==> config.mk <==
export PLATFORM = sky130hd
export DESIGN_NAME = thunderbird_stalk_cond
export DESIGN_NICKNAME = d
export VERILOG_FILES = /design/src/rtl/thunderbird_stalk_cond.sv
export SDC_FILE = /design/constraint.sdc
export NUM_CORES = 1
export LEC_CHECK = 0
export CAP_MARGIN = 20
export CORE_UTILIZATION = 47
export DETAILED_ROUTE_END_ITERATION = 8
export PLACE_DENSITY = 0.73
export SLEW_MARGIN = 40
export SYNTH_ARGS = -nofsm -noshare
export SYNTH_HDL_FRONTEND = slang
export SYNTH_SLANG_ARGS = --single-unit
==> constraint.sdc <==
create_clock -name clk -period 1.4 [get_ports clk]
set_input_delay 0.14 -clock clk [delete_from_list [all_inputs] [get_ports clk]]
set_output_delay 0.14 -clock clk [all_outputs]
set_load 0.005 [all_outputs]
==> src/rtl/thunderbird_stalk_cond.sv <==
// thunderbird_stalk_cond: conditions the raw turn-stalk and hazard switches
// for the thunderbird tail-light sequencer. Each input is synchronised and
// debounced. Turn requests are made mutually exclusive, and hazard takes
// priority over both turn directions.
// Optional feature: define THUNDERBIRD_LANE_CHANGE_EN to stretch a short
// stalk tap into a fixed-length lane-change request.
// Handshake note: there is no valid/ready traffic here. Every output is a
// registered level that is valid on every cycle once reset is released.
// state_dbg exposes the FSM state register so that checkers can bind to it.
module thunderbird_stalk_cond #(
    parameter int DEB_CYCLES = 4,
    parameter int TAP_MAX    = 16,
    parameter int LC_CYCLES  = 12
) (
    input  logic       clk,
    input  logic       reset,
    input  logic       left_raw,
    input  logic       right_raw,
    input  logic       hazard_raw,
    output logic       left,
    output logic       right,
    output logic       hazard_active,
    output logic       conflict,
    output logic [2:0] state_dbg
);

    localparam int DW = (DEB_CYCLES < 2) ? 1 : $clog2(DEB_CYCLES + 1);

    // Parameter sanity check; nothing is generated when the values are legal.
    if (DEB_CYCLES < 1 || TAP_MAX < 1 || LC_CYCLES < 1) begin : g_param_check
        $error("thunderbird_stalk_cond: DEB_CYCLES, TAP_MAX and LC_CYCLES must be >= 1");
    end

`ifdef THUNDERBIRD_LANE_CHANGE_EN
    localparam int PW = $clog2(TAP_MAX + 1);
    localparam int LW = $clog2(LC_CYCLES + 1);

    typedef enum logic [2:0] {
        ST_IDLE, ST_LEFT, ST_RIGHT, ST_HAZARD, ST_LC_LEFT, ST_LC_RIGHT
    } state_t;
`else
    typedef enum logic [2:0] {
        ST_IDLE, ST_LEFT, ST_RIGHT, ST_HAZARD
    } state_t;
`endif

    // Channel bit order: 0 = left, 1 = right, 2 = hazard.
    logic [2:0] raw_vec;
    logic [2:0] s1, s2, deb;
    logic [DW-1:0] deb_cnt [3];
    state_t state_q, state_d;
    logic left_d, right_d, haz_d;

    assign raw_vec   = {hazard_raw, right_raw, left_raw};
    assign state_dbg = state_q;

    // Two-flop synchroniser on each raw contact.
    always_ff @(posedge clk or negedge reset) begin
        if (!reset) begin
            s1 <= '0;
            s2 <= '0;
        end else begin
            s1 <= raw_vec;
            s2 <= s1;
        end
    end

    for (genvar g = 0; g < 3; g++) begin : g_deb
        // The debounced level follows s2 only after DEB_CYCLES consecutive mismatching edges.
        always_ff @(posedge clk or negedge reset) begin
            if (!reset) begin
                deb_cnt[g] <= '0;
                deb[g]     <= 1'b0;
            end else if (s2[g] == deb[g]) begin
                deb_cnt[g] <= '0;
            end else if (deb_cnt[g] == DW'(DEB_CYCLES - 1)) begin
                deb[g]     <= s2[g];
                deb_cnt[g] <= '0;
            end else begin
                deb_cnt[g] <= deb_cnt[g] + 1'b1;
            end
        end
    end

`ifdef THUNDERBIRD_LANE_CHANGE_EN
    logic [PW-1:0] press_cnt;
    logic [LW-1:0] lc_cnt;

    // The press length counts edges spent in LEFT/RIGHT. The entry edge counts as 1, and the count saturates at TAP_MAX.
    always_ff @(posedge clk or negedge reset) begin
        if (!reset) begin
            press_cnt <= '0;
        end else if (state_d == ST_LEFT || state_d == ST_RIGHT) begin
            if (state_d != state_q)
                press_cnt <= PW'(1);
            else if (press_cnt < PW'(TAP_MAX))
                press_cnt <= press_cnt + 1'b1;
        end else begin
            press_cnt <= '0;
        end
    end

    // The lane-change hold timer counts edges spent in an LC state, starting at 1 on the entry edge.
    always_ff @(posedge clk or negedge reset) begin
        if (!reset) begin
            lc_cnt <= '0;
        end else if (state_d == ST_LC_LEFT || state_d == ST_LC_RIGHT) begin
            if (state_d != state_q)
                lc_cnt <= LW'(1);
            else
                lc_cnt <= lc_cnt + 1'b1;
        end else begin
            lc_cnt <= '0;
        end
    end
`endif

    // Next-state logic: hazard first, then conflict, then single directions, and otherwise a release.
    always_comb begin
        state_d = ST_IDLE;
        left_d  = 1'b0;
        right_d = 1'b0;
        haz_d   = 1'b0;
        if (deb[2]) begin
            state_d = ST_HAZARD;
        end else if (deb[0] && deb[1]) begin
            state_d = ST_IDLE;
        end else if (deb[0]) begin
            state_d = ST_LEFT;
        end else if (deb[1]) begin
            state_d = ST_RIGHT;
        end else begin
`ifdef THUNDERBIRD_LANE_CHANGE_EN
            case (state_q)
                ST_LEFT:     state_d = (press_cnt < PW'(TAP_MAX)) ? ST_LC_LEFT : ST_IDLE;
                ST_RIGHT:    state_d = (press_cnt < PW'(TAP_MAX)) ? ST_LC_RIGHT : ST_IDLE;
                ST_LC_LEFT:  state_d = (lc_cnt < LW'(LC_CYCLES)) ? ST_LC_LEFT : ST_IDLE;
                ST_LC_RIGHT: state_d = (lc_cnt < LW'(LC_CYCLES)) ? ST_LC_RIGHT : ST_IDLE;
                default:     state_d = ST_IDLE;
            endcase
`else
            state_d = ST_IDLE;
`endif
        end
`ifdef THUNDERBIRD_LANE_CHANGE_EN
        left_d  = (state_d == ST_LEFT)  || (state_d == ST_LC_LEFT)  || (state_d == ST_HAZARD);
        right_d = (state_d == ST_RIGHT) || (state_d == ST_LC_RIGHT) || (state_d == ST_HAZARD);
`else
        left_d  = (state_d == ST_LEFT)  || (state_d == ST_HAZARD);
        right_d = (state_d == ST_RIGHT) || (state_d == ST_HAZARD);
`endif
        haz_d = (state_d == ST_HAZARD);
    end

    // State and output registers. The outputs are decoded from the next state, so they line up with state_q.
    always_ff @(posedge clk or negedge reset) begin
        if (!reset) begin
            state_q       <= ST_IDLE;
            left          <= 1'b0;
            right         <= 1'b0;
            hazard_active <= 1'b0;
            conflict      <= 1'b0;
        end else begin
            state_q       <= state_d;
            left          <= left_d;
            right         <= right_d;
            hazard_active <= haz_d;
            conflict      <= deb[0] & deb[1];
        end
    end

endmodule

Word level (Yosys, flattened, before mapping)
Cells that the tools add are included.
- $add $sub $neg: 3
- eq/ne operators: 9
- muxes and demuxes: 10
- bitwise logic cells: 4
- reductions and logical operators: 6
- operator list (kind ; count):
    $mux 3 ; 8
    $eq 3x2->1 const B ; 5
    $add 3x1->3 const B ; 3
    $reduce_and 2->1 ; 3
    $mux 2 ; 2
    $eq 1x1->1 ; 3
    $eq 3x1->1 const B ; 1
    $not 1->1 ; 3
    $logic_or 1x1->1 ; 2
    $and 1x1->1 ; 1
    $logic_and 1x1->1 ; 1
- flip-flop bits (word level): 25

Longest topological paths before layout
Gate-level depths: netlist (run 1).
- depth in word-level cells: 6
- depth in mapped cells: 3
- depth with buffers taken out: 3

Least setup slack after synthesis (run 1)
OpenSTA, ideal clock, no wires.
- kind: reg-to-reg
- start point: register deb_cnt[6] (netlist bit)
- end point: register deb[0]
- library setup time: 0.125 ns
- arrival time: 1.012 ns
- required time: 1.275 ns
- slack: 0.263 ns
- stages on the path, launching flop included: 4
- buffers on the path: 0
- clock period less this slack: 1.137 ns
- path through: dfrtp_1 > ha_1 > nor2b_1 > mux2_2
- cells in the longest elaborated chain, start to end: 2
- ends and longest elaborated chain (item ; line ; RTL):
    start: declaration ; 50 ; logic [DW-1:0] deb_cnt [3];
    start signal: indexed assignment ; 80 ; deb_cnt[g] <= deb_cnt[g] + 1'b1;
    $eq 3x2->1 ; 76 ; end else if (deb_cnt[g] == DW'(DEB_CYCLES - 1)) begin
    $reduce_and 2->1 (no source line) ; -- ;
    end signal: indexed assignment ; 77 ; deb[g] <= s2[g];
    end: declaration ; 49 ; logic [2:0] s1, s2, deb;
Every way passes these cells.
A chain may end at the register's enable or synchronous reset.

Worst setup path in the final report (run 1)
- start point: register left
- end point: output left
- RTL lines (item ; line ; RTL):
    start: declaration ; 20 ; output logic left,
    start signal: assignment ; 165 ; left <= left_d;
No word-level cell between the ends.

==> results.py, run 1 <==
metrics = {
    "status": {
        "status": "finished, violations left",
        "violations": "DRC",
    },
    "synthesis": {
        "syn_nets": 62,
        "synth_warnings": 0,
        "synth_edf_count": 0,
        "yosysTopAreaCell": "dfrtp_1",
        "yosys-top-cells-area": "dfrtp_1 (71%), ha_1 (4.6%), nor3b_1 (4.6%), mux2_2 (4.2%), a21o_2 (3.2%)",
        "synthCells": 54,
        "synthXorXnorAreaFrac_pct": 3.23,
        "synth_seq_cells": 23,
        "syn_avg_cell_area_sq_um": 15.1,
        "synth_cell_types": 14,
        "synthFlopType": "dfrtp_1",
        "muxShareOfSynthArea_pct": 4.15,
        "synth-adder-area-share_pct": 4.62,
        "yosys-top-cells-count": "dfrtp_1 (23), nor3b_1 (5)",
        "yosys.area_share.simple_pct": 10.3,
        "synth_compound_area_share_pct": 3.23,
        "synthArstFlopShare_pct": 100,
        "synth_top_family_by_area": "simple AND/OR/NAND/NOR gates",
        "syn_area_sq_um": 813,
        "ys_seq_area_share_pct": 70.8,
        "netlist.area_leader.share_pct": 70.8,
        "synth.most_common_cell": "dfrtp_1",
    },
    "run": {
        "maxCapViolations": 0,
    },
    "setup_path": {
        "cp_slowest_stage_delay_ns": 0.50,
        "worst_setup_path_end_kind": "primary output",
        "r2r-start": "deb_cnt[3]$_DFF_PN0_",
        "crit_chain": "clkdlybuf4s50_1",
        "path_class": "reg2out",
        "cp.buffers_inverters": 1,
        "crit_arrival_ns": 1.14,
        "worstReg2RegEnd": "deb[1]$_DFFE_PN0P_",
        "slowest_stage": "clkdlybuf4s50_1",
        "critical-path-top-delay-family": "buffers and inverters",
        "rrSetupSlack_ns": 0.15,
        "required_ns": 1.26,
        "reg2reg_depth": 3,
        "path_max_fanout": 2,
        "startpoint_type": "flop",
    },
    "layout": {
        "nFillCells": 130,
        "nNetsFinal": 75,
        "area_growth_pct": 16.8,
        "num_antenna_cells": 0,
        "final_util_pct": 60.9,
        "final_area_sq_um": 950,
        "drive_above_1_share_pct": 18.2,
    },
    "sta": {
        "fin_crit_sh_pct": 91.8,
        "hold_viol_final": 0,
        "rsz0062_at_grt": "no",
        "setup_violations": 0,
        "slew_viol_final": 0,
        "tns_ns": 0,
        "max_freq_ghz": 0.778,
        "fin_skew_ns": 0.00890,
        "min_period_ns": 1.28,
    },
    "floorplan": {
        "die_h_um": 43.6,
        "start_util_pct": 52.2,
        "ios": 12,
        "core-area_sq_um": 1560,
        "die_area_sq_um": 1900,
        "std_cell_rows": 14,
        "die_w_um": 43.6,
    },
    "clock_tree": {
        "cts_resized": 0,
        "postCtsHoldBufs": 0,
        "path_clk_slew_ns": 0.12,
        "cts_tree": "yes",
        "post-cts-setup-buffer-count": 0,
        "cts_max_level": 1,
        "cts_inserted_buffers": 3,
        "clkLatencyLatePin_ns": 0.30,
        "cts_buffer_depth": 2,
        "cts_root_buffer": "clkbuf_4",
        "clock_sinks": 23,
    },
    "placed_design": {
        "place_hpwl_um": 651,
        "placed_cell_area_sq_um": 922,
        "port_buffers": 10,
        "globalplace.congestion": 0.599,
    },
    "power_and_ir_drop": {
        "p_per_area_nw_per_um2": 1880,
        "vdd_drop_max_v": 0.000825,
        "leakage_uw": 0.000449,
    },
    "detailed_routing": {
        "wire_per_inst_um": 11.1,
        "drtAntennaViolNets": 0,
        "dr_total_vias": 412,
        "drt_iter0_markers": 3,
        "drtPass1Iterations": 5,
        "viasPerCell": 5.02,
        "drc": 2,
        "routed_wl_um": 908,
    },
    "min_path": {
        "hp-class": "in2async",
    },
    "global_route": {
        "antenna_found_initial": 0,
        "grt_first_pass_wirelength_um": 1810,
        "grt_use_total_pct": 14.1,
        "grt_pass1_vias": 432,
        "grt_start_max_net_pins": 24,
        "grt-ovfl-total": 0,
    },
}
area by class of cell:
type	count	area [sq um]	area share [%]
clock buffer	3	22.5	2.37
clock inverter	1	5.00	0.527
inverter	2	7.51	0.791
multi-input combinational	26	211	22.3
sequential	23	576	60.6
tap	16	20.0	2.11
timing repair buffer	11	108	11.3
layout by cell type (no fill, tap or decap):
cell type,netlist,final
dfrtp_1,23,23
clkdlybuf4s50_1,0,10
nor3b_1,5,5
xnor2_1,3,3
nor2b_1,3,3
nor3_1,3,3
a21o_2,3,3
mux2_2,3,3
ha_1,3,3
clkbuf_4,0,3
inv_1,2,2
and2b_2,1,1
nor2_1,1,1
conb_1,1,1
clkinv_2,0,1
buf_4,2,1
kinds of logic after synthesis:
group,after synthesis
flip-flops,23
multiplexers,3
AND/OR/NAND/NOR,13
AO/OA/AOI/OAI,3
adder cells (fa/ha/maj),3
buffers and inverters,5
other,1
XOR/XNOR,3
worst max-delay path by stage:
stage / start / to / slack, ns / depth (start not counted)
CTS: left$_DFF_PN0_ / state_dbg[0] / 0.09 / 1
global placement: deb_cnt[6]$_DFF_PN0_ / deb[0]$_DFFE_PN0P_ / 0.19 / 3
global route: deb_cnt[3]$_DFF_PN0_ / deb[1]$_DFFE_PN0P_ / 0.05 / 3
finish: left$_DFF_PN0_ / left / 0.12 / 1
floorplan: deb_cnt[6]$_DFF_PN0_ / deb[0]$_DFFE_PN0P_ / 0.26 / 3
detailed placement: deb_cnt[3]$_DFF_PN0_ / deb[1]$_DFFE_PN0P_ / 0.16 / 3
through the flow:
stage,hold slack (ns),setup slack (ns),power [uW],std cells
3_3_place_gp,0.332,0.195,1500,78
2_1_floorplan,-0.156,0.263,1300,54
3_5_place_dp,0.337,0.160,1530,78
5_1_grt,0.189,0.0511,1950,82
4_1_cts,0.174,0.0947,1820,82
6_report,0.169,0.115,1790,82
registers in the layout (all words and copies together), names as in the netlist:
signal,count
conflict,1
deb,3
deb_cnt,9
hazard_active,1
left,1
right,1
s1,3
s2,3
state_dbg,1
layer usage:
layer / vias up / wire length, um / track usage, %
met5: - / 0 / 0
met4: 0 / 18 / 13.1
met3: 2 / 38 / 2.50
met2: 10 / 406 / 20.0
met1: 202 / 445 / 18.2
li1: 198 / - / -
worst register-to-register path: cells and delay by family (launching register included):
family	cells	cell delay, ns
adder cells (fa/ha/maj)	1	0.16
flip-flops	1	0.38
multiplexers	1	0.37
AND/OR/NAND/NOR	1	0.24
report_power, final:
group | leakage [uW] | total (uW) | switching (uW) | internal [uW]
registers | 0.000284 | 968 | 114 | 854
logic | 0.000147 | 534 | 186 | 347
clock network | 0.0000177 | 286 | 180 | 106
total | 0.000449 | 1790 | 480 | 1310
Note: power is estimated with default switching activity, not from simulation.
==> run 2: changes to the inputs <==
--- a/config.mk
+++ b/config.mk
@@ -8,7 +8,7 @@
 export CAP_MARGIN = 20
 export CORE_UTILIZATION = 47
 export DETAILED_ROUTE_END_ITERATION = 8
-export PLACE_DENSITY = 0.73
+export PLACE_DENSITY = 0.75
 export SLEW_MARGIN = 40
 export SYNTH_ARGS = -nofsm -noshare
 export SYNTH_HDL_FRONTEND = slang
==> run 2 against run 1 <==
  * The flow still finishes with violations (DRC)
  * Clock skew decreased by 0.0080 ns
  * Cell count unchanged
  * Non-clock buffer count unchanged
  * Utilization decreased by 0.080 points
  * Worst setup slack got worse by 0.0042 ns
  * Maximum frequency decreased by 0.32%
  * Register-to-register slack improved by 0.02 ns
  * Highest routed layer unchanged
==> results.py, run 2 (synthesis gave the netlist of run 1 again) <==
metrics = {
    "layout": {
        "largest_register_ffs": 9,
        "nFillCells": 115,
        "final_cell_mix": "dfrtp_1 (23), clkdlybuf4s50_1 (10), nor3b_1 (5)",
        "multi_input_area_sq_um": 211,
        "ff_latch_area_sq_um": 576,
        "area_growth_pct": 16.6,
        "num_antenna_cells": 0,
        "drive_above_1_share_pct": 16.7,
        "largest-register": "deb_cnt",
        "nNetsFinal": 75,
        "final_common_cell": "dfrtp_1",
    },
    "setup_path": {
        "crit_chain": "clkdlybuf4s50_1",
        "crit_arrival_ns": 1.15,
        "required_ns": 1.26,
        "slowest_stage": "clkdlybuf4s50_1",
        "critical-path-top-delay-family": "buffers and inverters",
        "path_class": "reg2out",
        "cp.buffers_inverters": 1,
        "startpoint_type": "flop",
        "path_max_fanout": 2,
        "worst_setup_path_end_kind": "primary output",
        "cp_slowest_stage_delay_ns": 0.50,
    },
    "detailed_routing": {
        "dr_total_vias": 399,
        "drt_iter0_markers": 1,
        "routed_wl_um": 956,
        "drtAntennaViolNets": 0,
        "viasPerCell": 4.87,
        "drtPass1Iterations": 5,
        "drc": 1,
        "wire_per_inst_um": 11.7,
    },
    "clock_tree": {
        "cts_resized": 0,
        "postCtsHoldBufs": 0,
        "post-cts-setup-buffer-count": 0,
        "cts_inserted_buffers": 3,
        "cts_root_buffer": "clkbuf_4",
        "path_clk_slew_ns": 0.11,
        "clock_sinks": 23,
        "clkLatencyLatePin_ns": 0.29,
        "cts_tree": "yes",
        "cts_buffer_depth": 2,
        "cts_max_level": 1,
    },
    "global_route": {
        "grt_first_pass_wirelength_um": 1730,
        "antenna_found_initial": 0,
        "grt_pass1_vias": 418,
        "grt-ovfl-total": 0,
        "grt_use_total_pct": 13.2,
        "grt_start_max_net_pins": 24,
    },
    "power_and_ir_drop": {
        "switchingPower_uw": 475,
        "leakage_uw": 0.000446,
        "fin_total_pwr_uw": 1790,
        "switching_share_pct": 26.6,
        "vdd_drop_max_v": 0.00100,
        "p_int_uw": 1310,
        "power_frac_seq_pct": 54.2,
        "pwr-share-comb_pct": 29.9,
        "p_per_area_nw_per_um2": 1880,
        "clkPwrFrac_pct": 15.9,
    },
    "floorplan": {
        "die_w_um": 43.6,
        "core-area_sq_um": 1560,
        "start_util_pct": 52.2,
        "ios": 12,
        "die_area_sq_um": 1900,
        "std_cell_rows": 14,
        "die_h_um": 43.6,
    },
    "sta": {
        "hold_viol_final": 0,
        "slew_viol_final": 0,
        "fin_skew_ns": 0.000901,
        "fin_ws_ns": 0.111,
        "min_period_ns": 1.29,
        "fin_crit_sh_pct": 92.1,
        "setup_violations": 0,
        "fin_hold_ws_ns": 0.175,
        "max_freq_ghz": 0.776,
        "rsz0062_at_grt": "no",
        "tns_ns": 0,
    },
    "placed_design": {
        "place_hpwl_um": 701,
        "dp_slack_ns": 0.174,
        "port_buffers": 10,
        "globalplace.congestion": 0.665,
    },
    "run": {
        "maxCapViolations": 0,
    },
    "status": {
        "status": "finished, violations left",
        "violations": "DRC",
    },
    "min_path": {
        "hp-class": "in2async",
    },
}
-- run 2: cell types whose count changed in the layout (fill, tap and decap cells not counted) --
cell      previous run  this run
clkbuf_1             0         1
clkinv_2             1         0
-- run 2: worst paths after layout --
| path | start | to | slack, ns | cells after the start |
|---|---|---|---|---|
| min | reset | state_dbg[1]$_DFF_PN0_ | 0.18 | 2 |
| max reg2reg | deb_cnt[6]$_DFF_PN0_ | deb[0]$_DFFE_PN0P_ | 0.17 | 3 |
| max in group asynchronous | reset | right$_DFF_PN0_ | 1.01 | 2 |
| min reg2reg | s1[0]$_DFF_PN0_ | s2[0]$_DFF_PN0_ | 0.36 | 0 |
| min in group clk | hazard_raw | s1[2]$_DFF_PN0_ | 0.27 | 1 |
| max | left$_DFF_PN0_ | left | 0.11 | 1 |
-- run 2: power groups by stage --
stage	Combinational [uW]	Sequential, uW	Clock (uW)
floorplan	325	975	0
global placement	531	979	0
detailed placement	544	988	0
CTS	545	974	300
global route	605	999	328
finish	535	969	284
-- run 2: metal layers --
metal / part of all wire [%] / wire, um / track usage [%] / up-vias
li1: - / - / - / 198
met1: 49 / 473 / 16.4 / 187
met2: 44 / 424 / 19.7 / 10
met3: 3.1 / 30 / 2.50 / 4
met4: 2.8 / 27 / 11.3 / 0
met5: 0 / 0 / 0 / -
-- run 2: metrics by stage --
stage / cell area, sq um / utilization (%) / std cells
floorplan: 813 / - / 54
global placement: 922 / 59.1 / 78
detailed placement: 922 / 59.1 / 78
CTS: 948 / 60.8 / 82
global route: 948 / 60.8 / 82
finish: 948 / 60.8 / 82
-- run 2: layout make-up --
class                   count  share of cell area, %
flip-flops and latches     23                   60.7
clock buffers               4                   2.77
multi-input cells          26                   22.3
well taps                  16                   2.11
inverters                   2                  0.792
repair buffers             11                   11.3
-- run 2: worst register-to-register path, cell delays in order, from the launching register on --
cell	delay, ns
dfrtp_1	0.38
ha_1	0.17
nor2b_1	0.23
mux2_2	0.36
